==> src/rtl/alu_seq_pkg.sv <==
// Shared definitions for the ALU operand/opcode sequencer: {funct,opcode} codes,
// legality mask, instruction field offsets and the sequencer state encoding.
package alu_seq_pkg;

    localparam logic [3:0] CODE_0 = 4'h0;
    localparam logic [3:0] CODE_1 = 4'h1;
    localparam logic [3:0] CODE_2 = 4'h2;
    localparam logic [3:0] CODE_3 = 4'h3;
    localparam logic [3:0] CODE_4 = 4'h4;
    localparam logic [3:0] CODE_5 = 4'h5;
    localparam logic [3:0] CODE_6 = 4'h6;
    localparam logic [3:0] CODE_7 = 4'h7;
    localparam logic [3:0] CODE_8 = 4'h8;
    localparam logic [3:0] CODE_9 = 4'h9;
    localparam logic [3:0] CODE_A = 4'hA;
    localparam logic [3:0] CODE_B = 4'hB;
    localparam logic [3:0] CODE_C = 4'hC;
    localparam logic [3:0] CODE_D = 4'hD;
    localparam logic [3:0] CODE_E = 4'hE;
    localparam logic [3:0] CODE_F = 4'hF;

    // One bit per {funct,opcode}; codes 8, B, E and F are left clear
    localparam logic [15:0] LEGAL_MASK =
        (16'd1 << CODE_0) | (16'd1 << CODE_1) | (16'd1 << CODE_2) | (16'd1 << CODE_3) |
        (16'd1 << CODE_4) | (16'd1 << CODE_5) | (16'd1 << CODE_6) | (16'd1 << CODE_7) |
        (16'd1 << CODE_9) | (16'd1 << CODE_A) | (16'd1 << CODE_C) | (16'd1 << CODE_D);

    typedef enum logic [1:0] {
        IDLE  = 2'd0,
        ISSUE = 2'd1,
        RESP  = 2'd2
    } state_t;

    function automatic int off_li(input int bl);     return bl + 10; endfunction
    function automatic int off_funct(input int bl);  return bl + 9;  endfunction
    function automatic int off_opcode(input int bl); return bl + 6;  endfunction
    function automatic int off_rd(input int bl);     return bl + 4;  endfunction
    function automatic int off_rs1(input int bl);    return bl + 2;  endfunction
    function automatic int off_rs2(input int bl);    return bl;      endfunction

    function automatic logic code_legal(input logic [3:0] code);
        return LEGAL_MASK[code];
    endfunction

endpackage

==> src/rtl/alu_seq_regfile.sv <==
// Four-entry operand register file: two combinational read ports, one
// synchronous write port, asynchronous active-low clear.
module alu_seq_regfile #(
    parameter int BIT_LENGTH = 4
) (
    input  logic                  clk,
    input  logic                  rst_n,
    input  logic                  we,
    input  logic [1:0]            waddr,
    input  logic [BIT_LENGTH-1:0] wdata,
    input  logic [1:0]            raddr_a,
    input  logic [1:0]            raddr_b,
    output logic [BIT_LENGTH-1:0] rdata_a,
    output logic [BIT_LENGTH-1:0] rdata_b
);

    logic [BIT_LENGTH-1:0] regs [4];

    always_ff @(posedge clk or negedge rst_n) begin
        if (!rst_n) begin
            for (int i = 0; i < 4; i++) regs[i] <= '0;
        end else if (we) begin
            regs[waddr] <= wdata;
        end
    end

    assign rdata_a = regs[raddr_a];
    assign rdata_b = regs[raddr_b];

endmodule

==> src/rtl/alu_op_sequencer.sv <==
// Initiator side of the ALU operand/opcode interface: accepts instructions, issues
// one ALU cycle, writes back and returns the result. Option: ALU_SEQ_PERF_CNT_EN.
module alu_op_sequencer
    import alu_seq_pkg::*;
#(
    parameter  int BIT_LENGTH = 4,
    localparam int INSTR_W    = BIT_LENGTH + 11
) (
    input  logic                  clk,
    input  logic                  rst_n,
    input  logic                  instr_valid,
    output logic                  instr_ready,
    input  logic [INSTR_W-1:0]    instr_data,
    output logic [BIT_LENGTH-1:0] alu_a,
    output logic [BIT_LENGTH-1:0] alu_b,
    output logic [2:0]            alu_opcode,
    output logic                  alu_funct,
    output logic                  alu_exec_en,
    input  logic [BIT_LENGTH-1:0] alu_out,
    input  logic                  alu_cb,
    output logic                  res_valid,
    input  logic                  res_ready,
    output logic [BIT_LENGTH-1:0] res_data,
    output logic                  res_cb,
    output logic                  res_err,
    output logic                  busy
`ifdef ALU_SEQ_PERF_CNT_EN
    ,
    output logic [15:0]           op_count
`endif
);

    localparam int LI_BIT  = off_li(BIT_LENGTH);
    localparam int FN_BIT  = off_funct(BIT_LENGTH);
    localparam int OPC_LO  = off_opcode(BIT_LENGTH);
    localparam int RD_LO   = off_rd(BIT_LENGTH);
    localparam int RS1_LO  = off_rs1(BIT_LENGTH);
    localparam int RS2_LO  = off_rs2(BIT_LENGTH);

    state_t state, state_nxt;

    logic                  accept, in_li, in_legal, in_issue;
    logic [3:0]            in_code;
    logic [BIT_LENGTH-1:0] in_imm;
    logic [1:0]            rd_q, rs1_q, rs2_q;
    logic [2:0]            opcode_q;
    logic                  funct_q;
    logic [BIT_LENGTH-1:0] res_data_q, rdata_a, rdata_b;
    logic                  res_err_q, res_from_alu_q, carry_flag;
    logic                  rf_we;
    logic [1:0]            rf_waddr;
    logic [BIT_LENGTH-1:0] rf_wdata;

    assign in_li    = instr_data[LI_BIT];
    assign in_code  = {instr_data[FN_BIT], instr_data[OPC_LO +: 3]};
    assign in_imm   = instr_data[BIT_LENGTH-1:0];
    assign in_legal = code_legal(in_code);
    assign accept   = instr_valid && (state == IDLE);
    assign in_issue = (state == ISSUE);

    always_ff @(posedge clk or negedge rst_n) begin
        if (!rst_n) state <= IDLE;
        else        state <= state_nxt;
    end

    always_comb begin
        state_nxt = state;
        case (state)
            IDLE:    if (accept) state_nxt = (!in_li && in_legal) ? ISSUE : RESP;
            ISSUE:   state_nxt = RESP;
            RESP:    if (res_ready) state_nxt = IDLE;
            default: state_nxt = IDLE;
        endcase
    end

    // Instruction fields only matter while not IDLE, so they carry no reset
    always_ff @(posedge clk) begin
        if (accept) begin
            rd_q     <= instr_data[RD_LO +: 2];
            rs1_q    <= instr_data[RS1_LO +: 2];
            rs2_q    <= instr_data[RS2_LO +: 2];
            opcode_q <= in_code[2:0];
            funct_q  <= in_code[3];
        end
    end

    always_ff @(posedge clk or negedge rst_n) begin
        if (!rst_n) begin
            res_data_q     <= '0;
            res_err_q      <= 1'b0;
            res_from_alu_q <= 1'b0;
            carry_flag     <= 1'b0;
        end else if (accept && in_li) begin
            res_data_q     <= in_imm;
            res_err_q      <= 1'b0;
            res_from_alu_q <= 1'b0;
        end else if (accept && !in_legal) begin
            res_data_q     <= '0;
            res_err_q      <= 1'b1;
            res_from_alu_q <= 1'b0;
        end else if (in_issue) begin
            res_data_q     <= alu_out;
            res_err_q      <= 1'b0;
            res_from_alu_q <= 1'b1;
            carry_flag     <= alu_cb;
        end
    end

    // LI writes at the accept edge; ALU results write at the ISSUE exit edge
    assign rf_we    = (accept && in_li) || in_issue;
    assign rf_waddr = in_issue ? rd_q : instr_data[RD_LO +: 2];
    assign rf_wdata = in_issue ? alu_out : in_imm;

    alu_seq_regfile #(.BIT_LENGTH(BIT_LENGTH)) u_regfile (
        .clk     (clk),
        .rst_n   (rst_n),
        .we      (rf_we),
        .waddr   (rf_waddr),
        .wdata   (rf_wdata),
        .raddr_a (rs1_q),
        .raddr_b (rs2_q),
        .rdata_a (rdata_a),
        .rdata_b (rdata_b)
    );

    assign alu_exec_en = in_issue;
    assign alu_a       = in_issue ? rdata_a  : '0;
    assign alu_b       = in_issue ? rdata_b  : '0;
    assign alu_opcode  = in_issue ? opcode_q : 3'b000;
    assign alu_funct   = in_issue ? funct_q  : 1'b0;

    assign instr_ready = (state == IDLE);
    assign busy        = (state != IDLE);
    assign res_valid   = (state == RESP);
    assign res_data    = res_data_q;
    assign res_err     = res_err_q;
    // The carry flag was loaded by the same ISSUE edge that produced this result
    assign res_cb      = res_from_alu_q && carry_flag;

`ifdef ALU_SEQ_PERF_CNT_EN
    always_ff @(posedge clk or negedge rst_n) begin
        if (!rst_n)                            op_count <= 16'd0;
        else if (in_issue && op_count != 16'hFFFF) op_count <= op_count + 16'd1;
    end
`endif

endmodule

==> config.mk <==
export PLATFORM = sky130hd
export DESIGN_NAME = alu_op_sequencer
export DESIGN_NICKNAME = d
export VERILOG_FILES = /design/src/rtl/alu_seq_pkg.sv /design/src/rtl/alu_seq_regfile.sv /design/src/rtl/alu_op_sequencer.sv
export SDC_FILE = /design/constraint.sdc
export NUM_CORES = 1
export LEC_CHECK = 0
export ABC_AREA = 0
export CAP_MARGIN = 20
export CORE_MARGIN = 4
export CORE_UTILIZATION = 53
export DETAILED_ROUTE_END_ITERATION = 8
export HOLD_SLACK_MARGIN = 0.05
export PLACE_DENSITY = 0.85
export SLEW_MARGIN = 15
export SYNTH_ARGS = -nofsm -noshare
export SYNTH_HDL_FRONTEND = slang
export SYNTH_SLANG_ARGS = --single-unit
==> constraint.sdc <==
create_clock -name clk -period 3.79 [get_ports clk]
set_input_delay 0.758 -clock clk [delete_from_list [all_inputs] [get_ports clk]]
set_output_delay 0.758 -clock clk [all_outputs]
set_load 0.02 [all_outputs]
== After elaboration in Yosys (flattened, before gate mapping) ==
Memory sizes are Yosys's and may differ from the RTL's.
Cells that the tools add are included.

* Mux-type cells: 29
* Reductions and logical operators: 14
* Magnitude comparators: 5
* Equal/unequal tests: 4
* Bitwise operators: 5

{| class="wikitable"
|+ Operators by type and width
! operator !! count
|-
| 2-to-1 mux 4 bit || 11
|-
| binary-select mux 4 bit (select 2 bit) || 2
|-
| bitwise mux 16 bit || 1
|-
| greater-or-equal comparator 3 bit (second input constant) || 3
|-
| inverter 2 -> 3 bit || 3
|-
| demux 4 bit (select 2 bit) || 1
|-
| 2-to-1 mux 1 bit || 8
|-
| 2-to-1 mux 2 bit || 4
|-
| logical AND 1 bit || 6
|-
| one-hot mux 2 bit (3 select lines) || 1
|-
| < comparator 4 x 5 -> 1 bit (second input constant) || 1
|-
| inequality test 2 x 1 -> 1 bit (second input constant) || 2
|-
| < comparator 3 x 1 -> 1 bit (second input constant) || 1
|-
| 2-to-1 mux 3 bit || 1
|-
| AND reduction 3 bit || 1
|-
| nonzero test 3 bit || 1
|-
| == test 2 x 1 -> 1 bit (second input constant) || 1
|-
| == test 2 bit (second input constant) || 1
|-
| zero test 1 bit || 2
|-
| zero test 2 bit || 1
|-
| inverter 1 bit || 2
|-
| AND reduction 2 bit || 1
|-
| nonzero test 2 bit || 1
|-
| logical OR 1 bit || 1
|}

* Output and inout port bits: 22
* Logic and storage cells: 72
* Memories: 1
* Input bits: 24
* Memory bits (read-only): 16
* Bits in registers: 35

{| class="wikitable"
|+ Memory list
! name !! words !! width !! rd ports !! clocked after memory_dff !! wr ports !! RTL line !! source
|-
| (name not given) || 16 || 1 || 1 || 0 || 0 || alu_seq_pkg.sv:42 || <nowiki>return LEGAL_MASK[code];</nowiki>
|}

== Logic depth before layout (Yosys ltp) ==
Gate-level depths: netlist (run 1).

* Depth in word-level cells: 8
* Gate-level depth with buffers: 6
* Mapped depth without buffers: 4

== Modules after synthesis ==
A second synthesis (run 1) with hierarchy kept.

* Cell total of the unflattened synthesis: 133
* Area, all modules: 1811.7 µm²

{| class="wikitable"
|+ Modules (own cells, without submodules)
! module !! times used !! area an instance (µm²) !! sequential area each (µm²) !! cells each
|-
| alu_op_sequencer || 1 || 1004.7 || 525.5 || 89
|-
| alu_seq_regfile || 1 || 807.0 || 400.4 || 44
|}

== Least setup slack after synthesis (run 1) ==
No wires, ideal clock.

* Path kind: reg2out
* Start: register state[1]
* End: output port alu_a[0]
* Path buffers: 2
* Arrival time: 1349 ps
* Slack: 1683 ps
* Cell stages (with the launch flop): 6
* Required time: 3032 ps
* Path through: dfrtp_1 nand2b_4 inv_2 buf_6 clkbuf_1 and2_1

* Word-level cells in the longest chain between the ends: 2

{| class="wikitable"
|+ Ends and longest elaborated chain
! element !! RTL line !! source
|-
| from (decl) || alu_op_sequencer.sv:40 || <nowiki>state_t state, state_nxt;</nowiki>
|-
| from (signal assigned) || alu_op_sequencer.sv:63 || <nowiki>else state <= state_nxt;</nowiki>
|-
| == test 2 x 1 -> 1 bit || alu_op_sequencer.sv:59 || <nowiki>assign in_issue = (state == ISSUE);</nowiki>
|-
| via alu_exec_en || alu_op_sequencer.sv:18 || <nowiki>output logic alu_exec_en,</nowiki>
|-
| 2-to-1 mux 4 bit || alu_op_sequencer.sv:127 || <nowiki>assign alu_a = in_issue ? rdata_a : '0;</nowiki>
|-
| to (decl) || alu_op_sequencer.sv:14 || <nowiki>output logic [BIT_LENGTH-1:0] alu_a,</nowiki>
|}

The timed path passes the listed nets, and every way through them passes these cells.

== Final worst setup path (run 1) ==
* Start: register state[1]
* End: output port alu_opcode[2]

* Word-level cells in the longest chain between the ends: 2

{| class="wikitable"
|+ Ends and longest elaborated chain
! element !! RTL line !! source
|-
| == test 2 x 1 -> 1 bit || alu_op_sequencer.sv:59 ||
|-
| 2-to-1 mux 3 bit || alu_op_sequencer.sv:129 || <nowiki>assign alu_opcode = in_issue ? opcode_q : 3'b000;</nowiki>
|-
| to (decl) || alu_op_sequencer.sv:16 || <nowiki>output logic [2:0] alu_opcode,</nowiki>
|}

Every way passes these cells.

==> reports/summary.txt, run 1 <==
largest net degree at the start of global routing: 26
dpl cells: 224
crit-path max FO: 21
Achievable Freq: 336 MHz
post-synth cell types: 32
combinational fraction of design power: 0.346
DR WL met3: 253 um
Post-Place Cell Area: 2340 um2
Period minus WS final: 2.97 ns
most common flop cell mapped by yosys: dfrtp_1
Setup Skew: 0.0119 ns
Post-Route Utilization: 0.716
clock power share: 0.191
class of the worst hold path: primary input to asynchronous set/reset pin
Total Nets Final: 209
Sw Pwr: 0.412 mW
Vert. Die Dim: 67.2 um
width of the chip: 67.2 um
multi-input logic area: 880 um2
LEAKAGE: 0.968 nW
GRT overflow: 0
Root Buffer: clkbuf_4
RSZ-0062 raised after global routing: no
Worst Setup SP: state[1]
setup repair bufs after CTS: 0
area delta synth->final: 29.5%
CTS sink cnt: 35
CTS resizes: 0
Critical Path Source Type: register
#FFs+latches synth: 35
Diodes inserted: 0
Reg power frac: 0.463
Post-Synthesis Cells: 138
via count: 1365
layout cells sized above 1: 0.242
Cell Area, Synth: 1860 um2
DIE AREA: 4520 um2
final hold vios: 0
Tot GR Track Use: 0.211
hold_ws: 0.389 ns
r2r startpoint: state[1]
fin area: 2410 um2
Cell Pwr Density: 566 nW/um2
fill cell count: 252
Antenna Nets Post-Route: 0
Worst slew margin: 0.523
Rows: 21
status: finished, final reports clean
worst slew pin tran: 0.714 ns
Port-buffer cells: 45
Slew Limit Fails: 0
CP Capture Type: output pin
Setup WS post-layout: 0.816 ns
Met1 Wirelength: 1710 um
Int Pwr: 0.951 mW
Arrival @ worst endpoint: 2.22 ns
max-cap viol count: 0
synthesized area per cell: 13.5 um2
register area: 926 um2
ys async rst share: 0.714
Switching Fraction: 0.302
CTS clk-pin slew, worst paths: 0.11 ns
number of flops mapped to enable cells by yosys: 10
clock latency on the worst-skew pair: 0.35 ns
endpoints failing setup: 0
initial antenna violation count: 0
Detail Placement HPWL: 3190 um
uppermost layer routed: met4
router iterations before antenna repair: 4
post-route insts no fill: 232
Syn. warnings: 0
net count after synthesis: 162
clk buf depth: 2
DR vias/cell: 5.88
Crit Path Category: register to output pin
CTS tree: done
post-synthesis sequential area ratio: 0.498
number of global-route vias before repair: 1413
CTS Buf Count: 5
CTS Hold Bufs: 0
VDD IR max: 0.438 mV
post-route DRC violation count: 0
setup TNS: 0 ns
met2 WL: 2080 um
routed len/inst: 18.0 um
GPL Wtd Cong: 0.828
Placement Setup Slack: 1.23 ns
total power: 1.36 mW
period utilisation layout: 0.785
drt first-iter violations: 86
Ports: 46
CORE AREA: 3360 um2
total wire length: 4170 um
Worst Path Required: 3.03 ns
H-tree Lvls: 2
first-pass GRT wire length: 6800 um
Initial Util: 0.553
-- layout by cell type, fill, tap and decap left out, types with 2 or more instances in the layout --
cell type / netlist / final
inv_1: 5 / 5
o32a_1: 4 / 4
mux2_4: 4 / 4
and2_1: 15 / 15
clkdlybuf4s50_1: 0 / 44
mux4_2: 8 / 8
nand2_1: 8 / 8
nor2_1: 5 / 5
a21oi_1: 4 / 4
a32oi_2: 3 / 3
nor2b_1: 7 / 7
dfrtp_1: 25 / 25
nand2b_1: 2 / 2
edfxtp_1: 10 / 10
mux2_2: 16 / 16
nor4_1: 4 / 4
clkbuf_4: 0 / 5
-- routing by layer --
layer | up-vias | global-route usage
li1 | 615 | -
met1 | 680 | 0.263
met2 | 59 | 0.340
met3 | 11 | 0.0582
met4 | 0 | 0.0987
met5 | - | 0
-- critical path, stage by stage, from the launching register on --
cell,delay [ns]
dfrtp_1,0.52
nand2b_4,0.24
inv_2,0.30
and2_1,0.19
clkdlybuf4s50_1,0.62
-- power groups by stage --
| stage | Clock [mW] | Sequential, mW | Combinational [mW] |
|---|---|---|---|
| after floorplan | 0 | 0.617 | 0.307 |
| after CTS | 0.265 | 0.629 | 0.477 |
| after global placement | 0 | 0.627 | 0.458 |
| after global routing | 0.281 | 0.648 | 0.507 |
| after detailed placement | 0 | 0.636 | 0.475 |
| final | 0.260 | 0.631 | 0.471 |
-- final timing paths --
check                           depth (start not counted)                 to  slack (ns)
worst max-delay path                                    4      alu_opcode[2]        0.82
worst min-delay path                                    1     res_from_alu_q        0.39
worst max register to register                          4  u_regfile.regs[7]        1.91
worst min register to register                          2         carry_flag        0.50
max in group asynchronous                               1  u_regfile.regs[5]        3.02
min in group clk                                        2         carry_flag        0.50
-- layout make-up --
cell class / count / share of cell area
clock buffers: 5 / 0.0156
well taps: 46 / 0.0239
multi-input cells: 92 / 0.365
inverters: 6 / 0.00936
repair buffers: 45 / 0.185
clock inverters: 3 / 0.0161
flip-flops and latches: 35 / 0.385
-- cells in the mapped netlist (all sizes together), types with 3 or more instances --
cell	n	area (um2)
a21oi	4	20.0
a32oi	3	48.8
and2	15	93.8
buf	3	23.8
dfrtp	25	626
edfxtp	10	300
inv	6	22.5
mux2	20	240
mux4	8	180
nand2	8	30.0
nand2b	3	26.3
nor2	5	18.8
nor2b	7	43.8
nor4	4	25.0
o32a	4	40.0
-- cells by family (layout without fill, tap and decap cells) --
logic type,after synthesis,count (layout),synth area share
flip-flops,35,35,0.498
buffers and inverters,11,59,0.0289
AND/OR/NAND/NOR,45,45,0.147
AO/OA/AOI/OAI,19,19,0.0996
multiplexers,28,28,0.226
-- sequential cells by signal, indices dropped and copies added (netlist names) --
register / flops
u_regfile.regs: 16
opcode_q: 3
funct_q: 1
res_from_alu_q: 1
rs2_q: 2
state: 2
rs1_q: 2
rd_q: 2
res_err: 1
carry_flag: 1
res_data: 4
Note: power is estimated with default switching activity, not from simulation.
==> inputs of run 2 (changes only) <==
CORE_UTILIZATION = 44   (was 53)
PLACE_DENSITY = 0.75   (was 0.85)
clock period = 2.6 ns   (was 3.79 ns; I/O delays follow)
==> run 2 against run 1 <==
Combinational power grew 53%. Clock power up 55%. First-iteration DRC count is 10% higher. Non-clock buffer count up 8.
==> reports/summary.txt, run 2 (synthesis gave the netlist of run 1 again) <==
status: finished, final reports clean
drt first-iter violations: 95 (+10%)
Post-Place Cell Area: 2380 um2 (+1.8%)
Int Pwr: 1.39 mW (+46%)
Switching Fraction: 0.318 (+0.0158)
Cell Pwr Density: 816 nW/um2 (+44%)
CTS sink cnt: 35 (unchanged)
clock power share: 0.197 (+0.006)
router iterations before antenna repair: 4 (unchanged)
commonest non-fill, non-tap cell in the layout: clkdlybuf4s50_1
Critical Path Source Type: register
clk buf depth: 2 (unchanged)
Period minus WS final: 2.52 ns
post-route insts no fill: 244 (+5.2%)
VDD IR max: 0.403 mV (-8.1%)
crit-path max FO: 4 (-81%)
first-pass GRT wire length: 7360 um (+8.2%)
endpoints failing setup: 0 (unchanged)
Post-Route Utilization: 0.616 (-0.0997)
number of global-route vias before repair: 1534 (+8.6%)
max reg flops: 16 (unchanged)
Hold Crit Start: carry_flag
Placement Setup Slack: 0.338 ns (-0.889 ns)
CTS clk-pin slew, worst paths: 0.07 ns (-0.04 ns)
Arrival @ worst endpoint: 2.00 ns (-0.22 ns)
CTS tree: done
area delta synth->final: 34.5%
most frequent cells in the layout: clkdlybuf4s50_1, dfrtp_1, mux2_2
Initial Util: 0.458 (-0.0946)
Tot GR Track Use: 0.188 (-0.0230)
Worst Path Required: 2.08 ns (-0.95 ns)
total power: 2.04 mW (+50%)
GPL Wtd Cong: 0.906 (+9.3%)
class of the worst hold path: register to register
LEAKAGE: 1.08 nW (+11%)
H-tree Lvls: 2 (unchanged)
layout cells sized above 1: 0.273 (+0.0313)
Root Buffer: clkbuf_8
clock latency on the worst-skew pair: 0.30 ns (-0.05 ns)
dpl cells: 233 (+4.0%)
Reg power frac: 0.449 (-0.014)
max-cap viol count: 0 (unchanged)
period utilisation layout: 0.970
Detail Placement HPWL: 3440 um (+7.8%)
RSZ-0062 raised after global routing: no
Worst Setup SP: rs1_q[0]
routed len/inst: 18.7 um (+4.2%)
combinational fraction of design power: 0.353 (+0.007)
hold_ws: 0.492 ns (+0.103 ns)
Ports: 46 (unchanged)
Worst slew margin: 0.713 (+0.191)
Slew Limit Fails: 0 (unchanged)
setup TNS: 0 ns (unchanged)
Sw Pwr: 0.649 mW (+58%)
CORE AREA: 4060 um2 (+21%)
post-route DRC violation count: 0 (unchanged)
largest net degree at the start of global routing: 26 (unchanged)
Crit Path Category: register to output pin
Antenna Nets Post-Route: 0 (unchanged)
CTS Buf Count: 5 (unchanged)
GRT overflow: 0 (unchanged)
fill cell count: 313 (+24%)
fin area: 2500 um2 (+3.8%)
final hold vios: 0 (unchanged)
CTS Hold Bufs: 0 (unchanged)
Setup WS post-layout: 0.0785 ns (-0.737 ns)
Diodes inserted: 0 (unchanged)
CP Capture Type: output pin
Biggest register: u_regfile.regs
DIE AREA: 5330 um2 (+18%)
worst slew pin tran: 0.430 ns (-0.284 ns)
Rows: 23 (+9.5%)
Port-buffer cells: 45 (unchanged)
r2r startpoint: state[0]
Total Nets Final: 217 (+3.8%)
Vert. Die Dim: 73.0 um (+8.6%)
initial antenna violation count: 0 (unchanged)
total wire length: 4560 um (+9.6%)
DR vias/cell: 5.66 (-3.8%)
via count: 1381 (+1.2%)
Setup Skew: 0.00427 ns (-0.00761 ns)
width of the chip: 73.0 um (+8.6%)
Achievable Freq: 397 MHz
## run 2: worst max-delay path, stage by stage (launching register included)
cell and delay [ns]:
edfxtp_1 0.47, mux4_2 0.52, and2_1 0.17, clkdlybuf4s50_1 0.54
## run 2: final cells by class
class	count	area (um2)	share of cell area
sequential	35	926	0.370
tap	50	62.6	0.0250
multi-input combinational	92	880	0.352
clock inverter	3	20.0	0.00801
timing repair buffer	53	520	0.208
inverter	6	22.5	0.00901
clock buffer	5	68.8	0.0275
## run 2: per-layer routing
metal	share of wire	track usage	routed length, um	up-vias
met1	0.38	0.210	1740	685
met2	0.53	0.316	2420	54
li1	-	-	-	630
met4	0.025	0.0840	112	0
met5	0	0	0	-
met3	0.064	0.0716	292	12
## run 2: what timing repair did
action | in CTS | in global routing
buffers inserted | 0 | 3
setup endpoints to repair | 0 | 8
resized for setup | 0 | 4
## run 2: worst paths after layout
kind                                      end  slack [ns]  cells past startpoint
max                                  alu_a[2]        0.08                      3
min                                carry_flag        0.49                      2
max reg2reg                u_regfile.regs[10]        0.93                      4
min reg2reg                        carry_flag        0.49                      2
max in group asynchronous  u_regfile.regs[10]        1.77                      2
min in group asynchronous         res_data[3]        0.57                      2
## run 2: power by group through the flow
| stage | clock [mW] | sequential [mW] | combinational [mW] |
|---|---|---|---|
| 2_1_floorplan | 0 | 0.899 | 0.447 |
| 5_1_grt | 0.431 | 0.932 | 0.778 |
| 6_report | 0.403 | 0.916 | 0.720 |
| 3_5_place_dp | 0 | 0.924 | 0.720 |
| 4_1_cts | 0.406 | 0.916 | 0.721 |
| 3_3_place_gp | 0 | 0.899 | 0.694 |
==> inputs of run 3 (changes only) <==
CORE_UTILIZATION = 49   (was 44)
PLACE_DENSITY = 0.79   (was 0.75)
RECOVER_POWER = 100   (was not set)
clock period = 2.5 ns   (was 2.6 ns; I/O delays follow)
==> run 3 against run 2 <==
Die area decreased by 9.1%. Non-clock buffer count is 1 lower. Worst hold slack got worse by 0.0097 ns. Sequential share of layout area grew 0.95 points. Core utilization up 5.0 points. First-iteration DRC count is 16% higher. Largest cell class unchanged. Largest power group unchanged.
==> reports/summary.txt, run 3 (synthesis gave the netlist of run 1 again) <==
crit-path max FO: 4 (unchanged)
setup TNS: 0 ns (unchanged)
DIE AREA: 4840 um2 (-9.1%)
status: finished, final reports clean
CTS clk-pin slew, worst paths: 0.07 ns (about the same)
LEAKAGE: 1.02 nW (-5.9%)
initial antenna violation count: 0 (unchanged)
r2r startpoint: state[0]
Diodes inserted: 0 (unchanged)
router iterations before antenna repair: 4 (unchanged)
Worst path slowest cell: mux4_2
max reg flops: 16 (unchanged)
clk buf depth: 2 (unchanged)
area delta synth->final: 31.1%
first-pass GRT wire length: 6890 um (-6.4%)
dpl cells: 231 (-0.86%)
RSZ-0062 raised after global routing: no
multi-input logic area: 846 um2 (-3.8%)
Total Nets Final: 216 (-0.46%)
Crit Path Category: register to output pin
largest net degree at the start of global routing: 26 (unchanged)
H-tree Lvls: 2 (unchanged)
post-route insts no fill: 241 (-1.2%)
Ports: 46 (unchanged)
Slew Limit Fails: 0 (unchanged)
Worst Setup SP: rs2_q[0]
CP endpoint: alu_b[3]
max-cap viol count: 0 (unchanged)
total power: 2.15 mW (+5.5%)
CORE AREA: 3660 um2 (-9.8%)
width of the chip: 69.6 um (-4.7%)
Cell Pwr Density: 883 nW/um2 (+8.2%)
fill cell count: 293 (-6.4%)
Crit path largest cell delay: 0.50 ns (-0.04 ns)
CTS Hold Bufs: 0 (unchanged)
worst slew pin tran: 1.34 ns (+0.908 ns)
layout cells sized above 1: 0.228 (-0.0452)
post-route DRC violation count: 0 (unchanged)
clock latency on the worst-skew pair: 0.28 ns (-0.02 ns)
commonest non-fill, non-tap cell in the layout: dfrtp_1
CP Capture Type: output pin
Worst Path Required: 2.00 ns (-0.08 ns)
Setup Skew: 0.00212 ns (-0.00215 ns)
Root Buffer: clkbuf_8
total wire length: 4220 um (-7.5%)
Crit path buffers/inverters: 2 (+1)
worst reg-to-reg setup slack: 0.61 ns (-0.32 ns)
final hold vios: 0 (unchanged)
R2R cell count: 4 (unchanged)
critical path cell sequence: clkbuf_1, mux4_2, and2_1, dlygate4sd2_1
period utilisation layout: 0.952
most frequent cells in the layout: dfrtp_1, clkdlybuf4s50_1, dlygate4sd3_1
DR vias/cell: 5.71 (+0.80%)
Biggest register: u_regfile.regs
routed len/inst: 17.5 um (-6.3%)
CTS Buf Count: 5 (unchanged)
Initial Util: 0.508 (+0.0496)
Levels on crit path: 4 (+1)
Vert. Die Dim: 69.6 um (-4.7%)
Detail Placement HPWL: 3180 um (-7.7%)
Antenna Nets Post-Route: 0 (unchanged)
number of global-route vias before repair: 1432 (-6.6%)
Port-buffer cells: 45 (unchanged)
GPL Wtd Cong: 0.830 (-8.4%)
Reg-to-Reg End: u_regfile.regs[8]
drt first-iter violations: 110 (+16%)
via count: 1375 (-0.43%)
Tot GR Track Use: 0.182 (-0.00607)
GRT overflow: 0 (unchanged)
endpoints failing setup: 0 (unchanged)
Arrival @ worst endpoint: 1.88 ns (-0.12 ns)
CTS tree: done
CP top delay family: multiplexers
Worst slew margin: 0.108 (-0.605)
class of the worst hold path: register to register
Critical Path Source Type: register
Period minus WS final: 2.38 ns
Rows: 22 (-4.3%)
Achievable Freq: 420 MHz
VDD IR max: 0.469 mV (+16%)
CTS sink cnt: 35 (unchanged)
register area: 926 um2 (unchanged)
==> run 3: through the flow <==
step | cell area, um2 | setup WS, ns | utilization | hold slack, ns
6_report | 2440 | 0.121 | 0.666 | 0.482
5_1_grt | 2440 | 0.0187 | 0.666 | 0.526
4_1_cts | 2500 | 0.0166 | 0.683 | 0.487
3_5_place_dp | 2380 | 0.259 | 0.649 | 0.470
3_3_place_gp | 2380 | 0.307 | 0.649 | 0.457
2_1_floorplan | 1860 | 0.651 | - | 0.204
==> run 3: timing repair <==
action	4_1_cts	5_1_grt
hold endpoints to repair	0	0
setup buffers	2	0
endpoints found under the setup margin	7	8
resized for setup	4	4
==> run 3: report_power, final <==
part           total, mW  internal, mW  switching, mW
clock network      0.505         0.297          0.208
registers          0.939         0.793          0.145
logic              0.708         0.420          0.288
total               2.15          1.51          0.641
==> run 3: final cells by class <==
type	instances	share of cell area
clock buffers	5	0.0282
clock inverters	3	0.0180
inverters	6	0.00975
multi-input cells	92	0.347
flip-flops and latches	35	0.380
well taps	48	0.0246
repair buffers	52	0.193
==> run 3: worst min-delay path, cell delays in order, from the launching register on <==
cell and delay (ns):
dfrtp_1 0.35, nand2_1 0.05, nand2_1 0.05
==> run 3: worst min path at each step <==
stage | from | to | slack, ns | cells past startpoint
global placement | carry_flag | carry_flag | 0.46 | 2
finish | carry_flag | carry_flag | 0.48 | 2
CTS | carry_flag | carry_flag | 0.49 | 2
global route | carry_flag | carry_flag | 0.53 | 2
floorplan | rst_n | carry_flag | 0.20 | 0
detailed placement | carry_flag | carry_flag | 0.47 | 2
==> run 3: routing by layer <==
layer / track usage / wire length [um]
met1: 0.231 / 1850
met2: 0.293 / 2080
met3: 0.0449 / 193
met4: 0.0803 / 101
met5: 0 / 0
==> patch 1: new RTL, settings of run 2 <==
`BIT_LENGTH` is set to 4 in 2 places; all go to 2.
--- a/src/rtl/alu_seq_regfile.sv
+++ b/src/rtl/alu_seq_regfile.sv
@@ -2,5 +2,5 @@
 // synchronous write port, asynchronous active-low clear.
 module alu_seq_regfile #(
-    parameter int BIT_LENGTH = 4
+    parameter int BIT_LENGTH = 2
 ) (
     input  logic                  clk,
--- a/src/rtl/alu_op_sequencer.sv
+++ b/src/rtl/alu_op_sequencer.sv
@@ -4,5 +4,5 @@
     import alu_seq_pkg::*;
 #(
-    parameter  int BIT_LENGTH = 4,
+    parameter  int BIT_LENGTH = 2,
     localparam int INSTR_W    = BIT_LENGTH + 11
 ) (
Ports: changed (5 resized); port bits go from 46 to 36. No check against the original RTL was run, so the function may have changed too.
==> patch 1 against run 2 <==
Area after synthesis is 29% lower; critical path type unchanged; sequential share of layout area is 2.2 points higher; non-clock buffer count decreased by 16; first-iteration DRC count is 79% lower; cell area is 31% lower; register-to-register slack improved by 50 ps; routed wire length down 39%; sequential cell count decreased by 10; count of clock-buffer cells in the layout down 2; worst setup slack better by 65 ps; total power down 39%; sequential power is 33% lower; largest power group unchanged; critical endpoint is now alu_a[1]; clock skew fell by 1.5 ps.
==> patch 1: results <==
<?xml version="1.0" encoding="UTF-8"?>
<metrics>
  <group name="final_layout">
    <metric name="num-nets-final" unit="">154</metric>
    <metric name="ratio_of_cells_with_drive_above_1_in_the_final_layout" unit="%">22.56</metric>
    <metric name="fill_cells" unit="">246</metric>
  </group>
  <group name="drt">
    <metric name="routed_wirelength" unit="mm">2.787</metric>
    <metric name="dr.first_iter.drc_count" unit="">20</metric>
    <metric name="per_cell_via_count_in_the_routed_design" unit="">5.646</metric>
    <metric name="routed-wl-met2" unit="mm">1.452</metric>
  </group>
  <group name="critical_path">
    <metric name="critical_path.reg2reg.endpoint" unit="">u_regfile.regs[3]</metric>
    <metric name="worst-path-max-fanout" unit="">2</metric>
    <metric name="reg2reg_setup_slack" unit="ps">980</metric>
    <metric name="critical_path_arrival" unit="ps">1940</metric>
  </group>
  <group name="synth">
    <metric name="synthArstFlopShare" unit="%">60.00</metric>
    <metric name="synth.distinct_cells" unit="">34</metric>
    <metric name="muxShareOfSynthArea" unit="%">18.04</metric>
    <metric name="synth_compound_gate_area_share" unit="%">11.61</metric>
    <metric name="synth_nets" unit="">117</metric>
    <metric name="cell_count_after_synthesis" unit="">97</metric>
    <metric name="ys_top_cells_by_area" unit="">dfrtp_1, edfxtp_1, mux2_2, mux4_2, and2_1</metric>
    <metric name="synth_top_cells_by_count" unit="">dfrtp_1, mux2_2, and2_1, edfxtp_1</metric>
  </group>
  <group name="clocking">
    <metric name="htree_num_levels" unit="">1</metric>
    <metric name="cts_root_buffer_type" unit="">clkbuf_4</metric>
  </group>
  <group name="grt">
    <metric name="grt_use_met2" unit="%">25.69</metric>
    <metric name="grt_util_met3" unit="%">3.777</metric>
    <metric name="grt_pass1_wl" unit="mm">4.961</metric>
    <metric name="grt.met1_usage" unit="%">20.07</metric>
    <metric name="largest_net_degree_at_the_start_of_global_routing" unit="">17</metric>
  </group>
  <group name="place">
    <metric name="port_bufs" unit="">35</metric>
    <metric name="detailedPlace.worstSlack" unit="ps">352.1</metric>
    <metric name="placement.cell_area" unit="µm²">1697</metric>
    <metric name="placed_cells" unit="">160</metric>
  </group>
  <group name="power">
    <metric name="static-leakage-power" unit="nW">0.6557</metric>
  </group>
  <group name="sta">
    <metric name="period_share" unit="%">94.48</metric>
    <metric name="worst_pin_slew" unit="ps">718.5</metric>
  </group>
  <group name="worst_hold_path">
    <metric name="timing.hold.worst_endpoint" unit="">res_err</metric>
  </group>
  <group name="status">
    <metric name="run_status" unit="">complete, no violations</metric>
  </group>
</metrics>
## patch 1: changes by cell type after synthesis, sizes merged, moves of 2 or more
cell           run 2  this run
o32a               4         2
inv                6         3
nor4               4         2
nand2              8         4
nand2b             3         1
and2              15        10
a32oi              3         0
dfrtp             25        15
mux4               8         4
nor2b              7         5
mux2              20        12
a211oi             0         4
## patch 1: report_power, final
group	leakage, nW	switching (mW)	total [mW]	internal (mW)
combinational	0.362	0.190	0.458	0.268
sequential	0.276	0.0815	0.612	0.531
clock	0.0177	0.112	0.170	0.0575
total	0.656	0.384	1.24	0.857
## patch 1: layout make-up
class                           count  area (µm²)  area share (%)
Sequential cell                    25       675.6           39.19
Multi-Input combinational cell     64       605.6           35.12
Timing Repair Buffer               37       365.4           21.19
Tap cell                           31       38.79           2.250
Clock buffer                        3       22.52           1.306
Inverter                            3       11.26          0.6531
Clock inverter                      1       5.005          0.2903
==> patch 2: new RTL, settings of run 2 <==
Made on the original files. The 3 states of `state_t` get a one-hot encoding in 3 bits.
--- a/src/rtl/alu_seq_pkg.sv
+++ b/src/rtl/alu_seq_pkg.sv
@@ -26,8 +26,8 @@
         (16'd1 << CODE_9) | (16'd1 << CODE_A) | (16'd1 << CODE_C) | (16'd1 << CODE_D);
 
-    typedef enum logic [1:0] {
-        IDLE  = 2'd0,
-        ISSUE = 2'd1,
-        RESP  = 2'd2
+    typedef enum logic [2:0] {
+        IDLE  = 3'b001,
+        ISSUE = 3'b010,
+        RESP  = 3'b100
     } state_t;
 
Formal check against the unedited RTL: no difference found for any inputs over 10 cycles, from zero or initial values and one cycle with rst_n low; not proved beyond that.
==> patch 2 against run 2 <==
Routed wire length fell by 16%; sequential cell count rose by 1; total power rose by 5.2%; global-route usage fell by 2.7 points; worst hold slack got worse by 23 ps; worst setup slack improved by 32 ps; cell area fell by 2.7%; area after synthesis fell by 3.6%; highest routed layer unchanged.
==> patch 2: results <==
<?xml version="1.0" encoding="UTF-8"?>
<metrics>
  <group name="grt">
    <metric name="grt_util_met3" unit="%">5.470</metric>
    <metric name="grt_use_total" unit="%">16.08</metric>
    <metric name="grt_use_met2" unit="%">26.02</metric>
    <metric name="grt.met1_usage" unit="%">20.81</metric>
    <metric name="grt_pass1_wl" unit="mm">6.465</metric>
    <metric name="largest_net_degree_at_the_start_of_global_routing" unit="">27</metric>
  </group>
  <group name="critical_path">
    <metric name="endpoint" unit="">alu_a[1]</metric>
    <metric name="reg2reg_setup_slack" unit="ps">740</metric>
    <metric name="timing.rr.start" unit="">state[2]</metric>
    <metric name="worst-path-max-fanout" unit="">2</metric>
    <metric name="critical_path_arrival" unit="ps">1970</metric>
    <metric name="critical_path.reg2reg.endpoint" unit="">u_regfile.regs[13]</metric>
  </group>
  <group name="final_layout">
    <metric name="ratio_of_cells_with_drive_above_1_in_the_final_layout" unit="%">27.72</metric>
    <metric name="num-nets-final" unit="">207</metric>
    <metric name="fill_cells" unit="">295</metric>
    <metric name="layout.area.seq" unit="µm²">952.2</metric>
  </group>
  <group name="synth">
    <metric name="synth_nets" unit="">153</metric>
    <metric name="ys_top_cells_by_area" unit="">dfrtp_1, edfxtp_1, mux2_2, mux4_2, and2_1</metric>
  </group>
  <group name="sta">
    <metric name="timing.hold.ws" unit="ps">469.2</metric>
    <metric name="fin_worst_skew" unit="ps">8.286</metric>
    <metric name="slew-limit-headroom" unit="%">74.27</metric>
    <metric name="post-route-min-period" unit="ps">2489</metric>
  </group>
  <group name="drt">
    <metric name="dr.first_iter.drc_count" unit="">71</metric>
    <metric name="per_cell_via_count_in_the_routed_design" unit="">5.461</metric>
    <metric name="met1_length" unit="mm">1.580</metric>
    <metric name="wl_met3" unit="µm">209</metric>
  </group>
  <group name="place">
    <metric name="placed_cells" unit="">221</metric>
    <metric name="placement.cell_area" unit="µm²">2313</metric>
    <metric name="detailedPlace.worstSlack" unit="ps">295.6</metric>
  </group>
  <group name="status">
    <metric name="run_status" unit="">complete, no violations</metric>
  </group>
  <group name="floorplanning">
    <metric name="start_util" unit="%">47.20</metric>
  </group>
  <group name="power">
    <metric name="power" unit="mW">2.145</metric>
    <metric name="static-leakage-power" unit="nW">0.9538</metric>
    <metric name="ir_worst_vdd" unit="V">0.0004780</metric>
  </group>
</metrics>
[patch 2: cell count changes in the layout (fill, tap and decap cells not counted), moves of 2 or more]
cell,delta
and2_1,-2
o311a_1,+4
clkinvlp_4,-2
dlymetal6s2s_1,-4
clkdlybuf4s50_1,+4
nor4_1,-3
a32oi_2,-3
inv_1,-4
nor2b_1,-6
nand2b_1,+4
o211ai_1,+4
o32a_1,-4
a21oi_1,-3
nor3b_1,+3
[patch 2: cell families (layout without fill, tap and decap cells)]
logic type      after synthesis  count (layout)  synth area share (%)
simple gates                 41              41                 13.19
buf+inv                       7              62                 1.534
mux                          29              29                 24.70
compound gates               16              16                 7.467
flops                        36              36                 53.11
[patch 2: final cells by class]
class	count	area share, %
well taps	48	2.468
multi-input cells	86	33.42
flip-flops and latches	36	39.13
clock inverters	2	0.4113
inverters	2	0.5141
repair buffers	52	20.67
clock buffers	6	3.393
[patch 2: what timing repair did]
item	in CTS	in global routing
cloned	0	0
setup buffers	0	3
endpoints found under the setup margin	3	8
resized for setup	1	1
